[src/rtl/cpu_ctrl_fsm.sv]
// Control state machine: fetches 16-bit instructions and sequences the register-file, ALU, PC and memory controls.
// Optional feature: define CTRL_RESUME_EN to let the resume input leave STOP.
module cpu_ctrl_fsm #(
    parameter int ADDR_WIDTH = 12,
    parameter int PAD_COUNT  = 2
) (
    input  logic                    clk,
    input  logic                    reset,
    input  logic [15:0]             mem_in,
    input  logic                    mem_ready,
    input  logic [4:0]              flags,
    input  logic [ADDR_WIDTH-1:0]   pc_ins,
    input  logic [12*PAD_COUNT-1:0] pad_data,
    input  logic                    resume,
    output logic [15:0]             opcode,
    output logic [15:0]             reg_en,
    output logic [3:0]              mux_a_sel,
    output logic [3:0]              mux_b_sel,
    output logic                    alu_sel,
    output logic                    pc_sel,
    output logic                    mem_req,
    output logic                    mem_w_en,
    output logic                    flag_en,
    output logic                    pc_en,
    output logic                    pc_ld,
    output logic                    halted
);

    localparam logic [3:0] S_RESET   = 4'd0;
    localparam logic [3:0] S_FETCH   = 4'd1;
    localparam logic [3:0] S_DECODE  = 4'd2;
    localparam logic [3:0] S_EXEC    = 4'd3;
    localparam logic [3:0] S_LOAD    = 4'd4;
    localparam logic [3:0] S_LOAD_WB = 4'd5;
    localparam logic [3:0] S_STORE   = 4'd6;
    localparam logic [3:0] S_JUMP    = 4'd7;
    localparam logic [3:0] S_JAL_JMP = 4'd8;
    localparam logic [3:0] S_JAL_LO  = 4'd9;
    localparam logic [3:0] S_JAL_HI  = 4'd10;
    localparam logic [3:0] S_PAD_LO  = 4'd11;
    localparam logic [3:0] S_PAD_HI  = 4'd12;
    localparam logic [3:0] S_STOP    = 4'd13;

    logic [3:0]  state_reg, state_next;
    logic [15:0] ir_reg, ir_next;
    logic [15:0] link_reg, link_next;
    logic [11:0] padsnap_reg, padsnap_next;

    // Channels beyond PAD_COUNT read as zero so any ir[3:0] index is safe.
    logic [11:0] pad_arr [16];
    genvar gi;
    generate
        for (gi = 0; gi < 16; gi++) begin : g_pad
            if (gi < PAD_COUNT) begin : g_used
                assign pad_arr[gi] = pad_data[12*gi +: 12];
            end else begin : g_unused
                assign pad_arr[gi] = 12'd0;
            end
        end
    endgenerate

`ifndef CTRL_RESUME_EN
    logic unused_resume;
    assign unused_resume = resume;
`endif

    function automatic logic [15:0] onehot(input logic [3:0] idx);
        return 16'd1 << idx;
    endfunction

    // flags = {Z,C,F,N,L}
    function automatic logic cond_true(input logic [3:0] c, input logic [4:0] f);
        logic z, cy, fl, n, l;
        {z, cy, fl, n, l} = f;
        case (c)
            4'h0: return z;
            4'h1: return !z;
            4'h2: return cy;
            4'h3: return !cy;
            4'h4: return l;
            4'h5: return !l;
            4'h6: return n;
            4'h7: return !n;
            4'h8: return fl;
            4'h9: return !fl;
            4'hA: return !l && !z;
            4'hB: return l || z;
            4'hC: return !n && !z;
            4'hD: return n || z;
            4'hE: return 1'b1;
            default: return 1'b0;
        endcase
    endfunction

    always_comb begin
        state_next   = state_reg;
        ir_next      = ir_reg;
        link_next    = link_reg;
        padsnap_next = padsnap_reg;
        case (state_reg)
            S_RESET: state_next = S_FETCH;
            S_FETCH: begin
                if (mem_ready) begin
                    ir_next    = mem_in;
                    state_next = S_DECODE;
                end
            end
            S_DECODE: begin
                link_next    = 16'(pc_ins);
                padsnap_next = pad_arr[ir_reg[3:0]];
                if (ir_reg == 16'd0) begin
                    state_next = S_STOP;
                end else if (ir_reg[15:12] != 4'b0100) begin
                    state_next = S_EXEC;
                end else begin
                    case (ir_reg[7:4])
                        4'b0000: state_next = S_LOAD;
                        4'b0100: state_next = S_STORE;
                        4'b1000: state_next = S_JAL_JMP;
                        4'b1100: state_next = S_JUMP;
                        4'b1111: state_next = S_PAD_LO;
                        default: state_next = S_FETCH;
                    endcase
                end
            end
            S_EXEC:    state_next = S_FETCH;
            S_LOAD:    if (mem_ready) state_next = S_LOAD_WB;
            S_LOAD_WB: state_next = S_FETCH;
            S_STORE:   if (mem_ready) state_next = S_FETCH;
            S_JUMP:    state_next = S_FETCH;
            S_JAL_JMP: state_next = S_JAL_LO;
            S_JAL_LO:  state_next = S_JAL_HI;
            S_JAL_HI:  state_next = S_FETCH;
            S_PAD_LO:  state_next = S_PAD_HI;
            S_PAD_HI:  state_next = S_FETCH;
            S_STOP: begin
`ifdef CTRL_RESUME_EN
                if (resume) state_next = S_FETCH;
`endif
            end
            default:   state_next = S_RESET;
        endcase
    end

    always_ff @(posedge clk) begin
        if (!reset) begin
            state_reg   <= S_RESET;
            ir_reg      <= 16'd0;
            link_reg    <= 16'd0;
            padsnap_reg <= 12'd0;
        end else begin
            state_reg   <= state_next;
            ir_reg      <= ir_next;
            link_reg    <= link_next;
            padsnap_reg <= padsnap_next;
        end
    end

    always_comb begin
        opcode    = 16'd0;
        reg_en    = 16'd0;
        mux_a_sel = 4'd0;
        mux_b_sel = 4'd0;
        alu_sel   = 1'b1;
        pc_sel    = 1'b1;
        mem_req   = 1'b0;
        mem_w_en  = 1'b0;
        flag_en   = 1'b0;
        pc_en     = 1'b0;
        pc_ld     = 1'b0;
        halted    = 1'b0;
        case (state_reg)
            S_FETCH: begin
                mem_req = 1'b1;
                pc_en   = mem_ready;
            end
            S_EXEC: begin
                opcode    = ir_reg;
                mux_a_sel = ir_reg[11:8];
                mux_b_sel = ir_reg[3:0];
                flag_en   = 1'b1;
                // Compares only update flags.
                if (!((ir_reg[15:12] == 4'b0000 && ir_reg[7:4] == 4'b1011) ||
                      ir_reg[15:12] == 4'b1011))
                    reg_en = onehot(ir_reg[11:8]);
            end
            S_LOAD: begin
                mem_req   = 1'b1;
                pc_sel    = 1'b0;
                mux_a_sel = ir_reg[3:0];
            end
            S_LOAD_WB: begin
                alu_sel = 1'b0;
                reg_en  = onehot(ir_reg[11:8]);
            end
            S_STORE: begin
                mem_req   = 1'b1;
                mem_w_en  = 1'b1;
                pc_sel    = 1'b0;
                mux_a_sel = ir_reg[3:0];
                mux_b_sel = ir_reg[11:8];
            end
            S_JUMP: begin
                mux_a_sel = ir_reg[3:0];
                pc_ld     = cond_true(ir_reg[11:8], flags);
                pc_en     = cond_true(ir_reg[11:8], flags);
            end
            S_JAL_JMP: begin
                mux_a_sel = ir_reg[3:0];
                pc_ld     = 1'b1;
                pc_en     = 1'b1;
            end
            S_JAL_LO: begin
                opcode = {4'b1101, ir_reg[11:8], link_reg[7:0]};
                reg_en = onehot(ir_reg[11:8]);
            end
            S_JAL_HI: begin
                opcode = {4'b1111, ir_reg[11:8], link_reg[15:8]};
                reg_en = onehot(ir_reg[11:8]);
            end
            S_PAD_LO: begin
                opcode = {4'b1101, ir_reg[11:8], padsnap_reg[7:0]};
                reg_en = onehot(ir_reg[11:8]);
            end
            S_PAD_HI: begin
                opcode = {4'b1111, ir_reg[11:8], 4'b0000, padsnap_reg[11:8]};
                reg_en = onehot(ir_reg[11:8]);
            end
            S_STOP:  halted = 1'b1;
            default: ;
        endcase
    end

endmodule

[config.mk]
export PLATFORM = sky130hd
export DESIGN_NAME = cpu_ctrl_fsm
export DESIGN_NICKNAME = d
export VERILOG_FILES = /design/src/rtl/cpu_ctrl_fsm.sv
export SDC_FILE = /design/constraint.sdc
export NUM_CORES = 1
export LEC_CHECK = 0
export ABC_AREA = 1
export CAP_MARGIN = 5
export CORE_MARGIN = 8
export CORE_UTILIZATION = 35
export DETAILED_ROUTE_END_ITERATION = 6
export PLACE_DENSITY = 0.7
export SLEW_MARGIN = 20
export SYNTH_ARGS = -nofsm -noshare
export SYNTH_HDL_FRONTEND = slang
export SYNTH_SLANG_ARGS = --single-unit
[constraint.sdc]
create_clock -name clk -period 1.52 [get_ports clk]
set_input_delay 0.304 -clock clk [delete_from_list [all_inputs] [get_ports clk]]
set_output_delay 0.304 -clock clk [all_outputs]
set_load 0.01 [all_outputs]
Word level (Yosys, flattened, before mapping)
Cells that the tools add are included.

word-level totals
  output and inout port bits = 48
  bits in latches = 0
  logic and storage cells = 92
  ROM bits = 0
  bits in writable memories = 0
  memories kept = 0
  flip-flop bits (word level) = 44

cells by class
  shifts and indexed selects = 1
  divide/modulo/power cells = 0
  reduce and logical (&&, ||, !) cells = 23
  $add $sub $neg = 0
  magnitude comparators = 1
  equality and inequality tests = 37
  $mul = 0
  bitwise operators = 2
  mux-type cells = 24

operators with widths
  cell                                                                 number
  16-bit one-hot mux with 5 select lines                               1
  4-bit == test (second input constant)                                18
  12-bit binary-select mux with 4-bit select                           1
  4-bit by 3-bit == test with 1-bit output (second input constant)     9
  4-bit one-hot mux with 9 select lines                                1
  16-bit one-hot mux with 2 select lines                               1
  12-bit 2-to-1 mux                                                    2
  4-bit 2-to-1 mux                                                     5
  4-bit one-hot mux with 5 select lines                                1
  4-bit by 2-bit == test with 1-bit output (second input constant)     4
  16-bit logical NOT                                                   1
  4-bit logical NOT                                                    4
  16-bit 2-to-1 mux                                                    1
  4-bit one-hot mux with 2 select lines                                2
  1-bit by 4-bit << shifter with 16-bit output (first input constant)  1
  1-bit one-hot mux with 15 select lines                               1
  4-bit by 1-bit == test with 1-bit output (second input constant)     2
  1-bit 2-to-1 mux                                                     6
  2-bit != test (second input constant)                                3
  6-bit OR reduction                                                   1
  5-bit >= comparator (second input constant)                          1
  1-bit logical NOT                                                    5
  4-bit NOT with 5-bit output                                          1
  5-bit OR reduction                                                   1
  11 further kinds                                                     15

Depth between registers and ports, before layout
Gate-level depths: netlist of the first run.

  depth after elaboration = 5
  mapped depth = 11
  gate-level depth less buffers = 11

Worst setup path after synthesis of the first run
OpenSTA, ideal clock, no wires.

  path kind = register -> output
  start point = reg state_reg[1]
  end point = out opcode[12]
  data arrival time = 1.388 ns
  setup slack = -0.172 ns
  stages on the path, launching flop included = 6
  path buffers = 1
  path through = dfxtp_1 nand2_1 nor2_4 inv_1 buf_2 o21ai_0

on the way
  word-level cells in the longest chain between the ends = 2
  elaborated cells between the ends (all ways) = 6
  those cells by class = 5 x eq/ne; 1 x mux

RTL lines
  what                                                                       line  source
  start, declared                                                            44    logic [3:0] state_reg, state_next;
  start signal, assigned                                                     152   state_reg <= state_next;
  4-bit == test or 4-bit by 2-bit == test with 1-bit output (tied branches)  172   case (state_reg)
  16-bit one-hot mux with 5 select lines *                                   172
  end, declared                                                              15    output logic [15:0] opcode,

Every way passes the cells marked *; elsewhere a longest branch is shown, timed or not.

Worst setup path after layout of the first run
  start point = reg state_reg[2]
  end point = out reg_en[2]

on the way
  word-level cells in the longest chain between the ends = 3
  elaborated cells between the ends (all ways) = 8
  those cells by class = 6 x eq/ne; 1 x mux; 1 x reduce/logical

RTL lines
  what                                                                       line  source
  4-bit by 3-bit == test with 1-bit output or 4-bit == test (tied branches)  172
  5-bit OR reduction (no source line)                                        n/a
  16-bit one-hot mux with 2 select lines *                                   172
  end, declared                                                              16    output logic [15:0] reg_en,

Marks and branches as above.

==> results.json, run 1 <==
{
  "synth_top_area_share_pct": 32.87,
  "clkLatencyLatePin_ns": 0.30,
  "whs_path_depth": 2,
  "timing.final.ws_setup_ns": -0.6310,
  "worstRegToRegCells": 9,
  "clock_skew_ns": 0.01208,
  "worstPathMaxFanout": 8,
  "layout_common_cells": "nand2_1 (120), buf_4 (86), clkdlybuf4s50_1 (59)",
  "p_leak_nw": 2.462,
  "ir_drop_v": 0.0005858,
  "slew_headroom_pct": 59.79,
  "first_global_vias": 3684,
  "die_w_um": 103.5,
  "syn_inst": 453,
  "cts_tree": "yes",
  "violations": "negative setup slack",
  "layout_commonest_cell": "nand2_1",
  "grt_max_degree": 33,
  "globalRouteTotalUtil_pct": 18.89,
  "crit_path_start_kind": "flip-flop",
  "ys_ff_latch": 44,
  "tightest_slew_ns": 0.6024,
  "wl_per_cell_um": 15.73,
  "powerDensity_mw_per_mm2": 1259,
  "min_period_ns": 2.151,
  "antenna_found_initial": 0,
  "setup_viol": 77,
  "yosysSeqAreaShare_pct": 32.87,
  "cts-root-buf": "clkbuf_8",
  "fin_util_pct": 70.04,
  "die_h_um": 103.5,
  "outcome": "finished, violations left",
  "grt-ovfl-total": 0,
  "finalCritPeriodShare_pct": 141.5,
  "ys.warnings.count": 0,
  "yosys-top-cells-area": "dfxtp_1 (33%), nand2_1 (21%), nor2_1 (9.4%), o21ai_0 (7.1%), a21oi_1 (6.3%)",
  "worstSetupPathType": "flip-flop to output pin",
  "drt_iter0_markers": 194,
  "grt_pass1_wl_um": 17210,
  "stdcell_count": 767,
  "nNetsFinal": 725,
  "rsz0062_at_grt": "yes",
  "cap_violations": 0,
  "cts_sinks": 44,
  "diodes": 0,
  "yosys.cell_types.count": 27,
  "post-place-cells": 722,
  "drc_errors": 0,
  "synth.avg_cell_area_um2": 5.916,
  "fin_setup_tns_ns": -27.28,
  "via_per_inst": 4.990,
  "die-area_mm2": 0.01071,
  "ant_nets": 0,
  "hold_violations": 0,
  "clockBufferDepth": 2,
  "syn_nets": 514,
  "io_pins": 109,
  "firstDrtPassIters": 5,
  "synthToLayoutAreaGrowth_pct": 97.76,
  "io_buffers": 107,
  "drt-total-wl_um": 12070,
  "dp_slack_ns": -0.7284,
  "core_area_mm2": 0.007567,
  "drive_gt1_share_pct": 43.31,
  "slew_violations": 0,
  "hpwl_um": 8048,
  "path_clk_slew_ns": 0.10,
  "endpoint_kind": "output pin",
  "critPathArrivalTime_ns": 1.85,
  "initial_core_util_pct": 35.42,
  "rows": 32,
  "num_vias": 3827,
  "synthesis.area_mm2": 0.002680,
  "htreeDepth": 2,
  "synth_largest_area_cell": "dfxtp_1",
  "largest_reg_flops": 16,
  "required_ns": 1.22,
  "max_freq_mhz": 464.9,
  "hp-class": "flip-flop to flip-flop",
  "hold_slack_ns": 0.4752,
  "numCtsBuffers": 5,
  "gp_congestion": 0.8993
}
==> routing by layer <==
metal / GRT usage, % / wire (um) / vias up
met1: 21.04 / 4783 / 1770
met2: 33.78 / 6163 / 154
li1: - / - / 1877
met3: 4.399 / 780 / 26
met4: 7.345 / 338 / 0
met5: 0 / 0 / -
==> cell families after synthesis <==
kind of cell	synth area share [%]
buffers and inverters	9.103
and+or+nand+nor	39.59
AOI/OAI and AO/OA	18.44
DFF	32.87
==> per-stage QoR <==
step	area, um^2	power, mW
floorplan	2721	3.132
detailed placement	4434	4.445
global route	5300	7.063
CTS	4747	5.544
global placement	4434	4.380
finish	5300	6.675
==> power by group <==
| group | leakage (nW) | internal (mW) | total, mW | switching, mW |
|---|---|---|---|---|
| clock network | 0.0530 | 0.430 | 0.871 | 0.441 |
| registers | 0.364 | 1.49 | 1.82 | 0.330 |
| logic | 2.05 | 1.89 | 3.98 | 2.09 |
| total | 2.46 | 3.81 | 6.68 | 2.86 |
==> final cells by class <==
cell class / instances / area [um^2]
inverters: 48 / 215.2
well taps: 102 / 127.6
repair buffers: 219 / 1917
clock inverters: 2 / 16.27
clock buffers: 6 / 93.84
multi-input cells: 346 / 2019
flip-flops and latches: 44 / 910.9
fillers: 601 / 2267
==> final timing paths <==
check,startpoint,endpoint,slack (ns)
hold reg to reg,padsnap_reg[10]$_SDFFE_PN0P_,padsnap_reg[10]$_SDFFE_PN0P_,0.48
hold / removal,padsnap_reg[10]$_SDFFE_PN0P_,padsnap_reg[10]$_SDFFE_PN0P_,0.48
setup reg to reg,state_reg[2]$_SDFFE_PN0P_,padsnap_reg[3]$_SDFFE_PN0P_,-0.22
setup / recovery,state_reg[2]$_SDFFE_PN0P_,reg_en[2],-0.63
==> cell usage after synthesis (all sizes together) <==
library cell and n:
a21oi 35, a221oi 3, a22o 1, a31oi 1, buf 5, clkbuf 10, dfxtp 44, inv 48
nand2 153, nand3 26, nand3b 1, nand4 3, nor2 71, nor3 3, nor4 2, o211ai 4
o21ai 38, o22ai 5
==> timing repair <==
item	CTS	global route
pin swaps	12	44
hold buffers	0	0
gates resized for setup	169	223
setup buffers	18	17
cloned	0	4
endpoints found under the setup margin	50	77
==> worst max-delay path: stages, from the launching register on <==
cell and delay [ns]:
dfxtp_4 0.40, inv_4 0.05, nand2_4 0.10, inv_4 0.05, buf_6 0.11, a21oi_4 0.17
nand2_2 0.09, a31oi_4 0.22, clkbuf_16 0.20, nor2_1 0.04, clkbuf_2 0.12
Power figures use the tool's default switching activity.
==> inputs of run 2 (changes only) <==
Settings changed: CTS_BUF_LIST set to sky130_fd_sc_hd__clkbuf_8, SLEW_MARGIN 20 to 25.
==> results.json, run 2 (same netlist as run 1, synthesis figures left out) <==
{
  "outcome": "finished, violations left",
  "violations": "negative setup slack",
  "drc_errors": 0,
  "hold_violations": 0,
  "die_h_um": 103.5,
  "core_area_mm2": 0.007567,
  "required_ns": 1.22,
  "setup_viol": 62,
  "clkLatencyLatePin_ns": 0.30,
  "comb_power_share_pct": 58.0,
  "cts-root-buf": "clkbuf_8",
  "num_vias": 3814,
  "hp-class": "flip-flop to flip-flop",
  "cts_sinks": 44,
  "crit_path_cell_trace": "inv_4 -> nand2_4 -> inv_4 -> buf_6 -> a21oi_4 -> nand2_2 -> a31oi_4 -> clkbuf_16 -> nor2_1 -> clkbuf_2",
  "layout_common_cells": "nand2_1 (124), buf_4 (84), clkdlybuf4s50_1 (59)",
  "ctsHoldBuffers": 0,
  "firstDrtPassIters": 5,
  "hpwl_um": 8048,
  "grt_max_degree": 33,
  "htreeDepth": 2,
  "rows": 32,
  "grt_pass1_wl_um": 17170,
  "rsz0062_at_grt": "yes",
  "reg2reg_from": "state_reg[2]$_SDFFE_PN0P_",
  "clkPwrFrac_pct": 14.2,
  "slew_headroom_pct": 57.81,
  "die_w_um": 103.5,
  "diodes": 0,
  "dp_slack_ns": -0.7284,
  "cts_tree": "yes",
  "first_global_vias": 3689,
  "r2r_slack_ns": -0.12,
  "worstSetupPathType": "flip-flop to output pin",
  "crit_path_start_kind": "flip-flop",
  "slowest_delay_ns": 0.41,
  "timing.final.ws_setup_ns": -0.6336,
  "finalCritPeriodShare_pct": 141.7,
  "wl_per_cell_um": 15.62,
  "hold_start": "padsnap_reg[10]$_SDFFE_PN0P_",
  "clockBufferDepth": 2,
  "io_buffers": 107,
  "drive_gt1_share_pct": 43.46,
  "max_freq_mhz": 464.3,
  "io_pins": 109,
  "drt-total-wl_um": 11980,
  "switching_share_pct": 42.73,
  "intPower_mw": 3.768,
  "globalRouteTotalUtil_pct": 18.84,
  "power_frac_seq_pct": 27.8,
  "whs_path_depth": 2,
  "clock_skew_ns": 0.01064,
  "p_leak_nw": 2.455,
  "path_common_cell": "inv_4",
  "layout_commonest_cell": "nand2_1",
  "largest_reg_flops": 16,
  "slowest_stage": "dfxtp_4",
  "critPathArrivalTime_ns": 1.85,
  "powerDensity_mw_per_mm2": 1239,
  "antenna_found_initial": 0,
  "worstHoldEndpoint": "padsnap_reg[10]$_SDFFE_PN0P_",
  "path_clk_slew_ns": 0.10,
  "r2r_end": "padsnap_reg[1]$_SDFFE_PN0P_",
  "worstRegToRegCells": 9,
  "fill_cells": 577,
  "initial_core_util_pct": 35.42,
  "die-area_mm2": 0.01071,
  "min_period_ns": 2.154,
  "post-place-cells": 722,
  "ir_drop_v": 0.0005570,
  "worstPathMaxFanout": 8,
  "endpoint_kind": "output pin",
  "gp_congestion": 0.8993,
  "tightest_slew_ns": 0.6322,
  "hold_slack_ns": 0.4732,
  "cap_violations": 0,
  "stdcell_count": 767,
  "nNetsFinal": 725,
  "synthToLayoutAreaGrowth_pct": 98.18,
  "ant_nets": 0,
  "numCtsBuffers": 5,
  "grt-ovfl-total": 0,
  "p_switching_mw": 2.812,
  "slew_violations": 0,
  "via_per_inst": 4.973,
  "drt_iter0_markers": 189
}
run 2: changes by cell type in the layout (fill, tap and decap cells not counted), moves of 4 or more:
cell / previous run / this run
nand2_2: 22 / 17
buf_6: 28 / 39
nand2_1: 120 / 124
o21ai_0: 9 / 19
o21ai_1: 23 / 13
run 2: worst max-delay path: cells and delay by family, from the launching register on:
kind	cells	cell delay, ns
DFF	1	0.41
buffers and inverters	5	0.53
AOI/OAI and AO/OA	2	0.39
and+or+nand+nor	3	0.22
run 2: what timing repair did:
action                                  4_1_cts  5_1_grt
cloned                                        0        2
gates resized for setup                     169      227
pin swaps                                    12       32
setup buffers                                18       20
endpoints found under the setup margin       50       76
run 2: power by group through the flow:
stage | combinational, mW | sequential (mW) | clock (mW)
5_1_grt | 4.12 | 1.86 | 0.974
2_1_floorplan | 1.45 | 1.68 | 0
3_3_place_gp | 2.68 | 1.70 | 0
4_1_cts | 2.92 | 1.75 | 0.935
6_report | 3.82 | 1.83 | 0.934
3_5_place_dp | 2.73 | 1.72 | 0
run 2: worst max-delay path by stage:
| stage | depth (start not counted) | to | start | slack [ns] |
|---|---|---|---|---|
| 2_1_floorplan | 8 | reg_en[11] | state_reg[1]$_SDFFE_PN0P_ | 0.004 |
| 3_3_place_gp | 12 | pc_en | flags[1] | -0.68 |
| 3_5_place_dp | 12 | pc_en | flags[1] | -0.73 |
| 4_1_cts | 10 | reg_en[14] | state_reg[3]$_SDFFE_PN0P_ | -0.69 |
| 5_1_grt | 11 | pc_en | ir_reg[11]$_SDFFE_PN0P_ | -0.68 |
| 6_report | 10 | reg_en[2] | state_reg[2]$_SDFFE_PN0P_ | -0.63 |
run 2: layer usage:
| metal | share of wire, % | GRT usage [%] | routed length [um] |
|---|---|---|---|
| met4 | 2.0 | 7.450 | 234 |
| met2 | 53 | 33.87 | 6314 |
| met1 | 40 | 20.82 | 4759 |
| met5 | 0 | 0 | 0 |
| met3 | 5.6 | 4.337 | 672 |
run 2: area by class of cell:
type                            instances  area, um^2  share of cell area [%]
Tap cell                              102       127.6                   2.403
Timing Repair Buffer                  219        1906                   35.88
Sequential cell                        44       910.9                   17.15
Clock buffer                            5       68.82                   1.296
Multi-Input combinational cell        346        2039                   38.40
Inverter                               48       212.7                   4.005
Clock inverter                          3       46.29                  0.8716
run 2: stage by stage:
stage | power [mW] | util [%] | TNS [ns] | cell area (um^2)
after global routing | 6.961 | 70.19 | -27.99 | 5311
after CTS | 5.607 | 62.80 | -25.26 | 4752
after global placement | 4.380 | 58.60 | -22.14 | 4434
final | 6.580 | 70.19 | -24.52 | 5311
after detailed placement | 4.445 | 58.60 | -23.39 | 4434
after floorplan | 3.132 | - | 0 | 2721
==> inputs of run 3 (changes only) <==
Settings changed: CTS_CLUSTER_SIZE set to 14.
==> results of run 3 <==
Same layout as run 2: the final DEF is identical, and so are final timing and power.
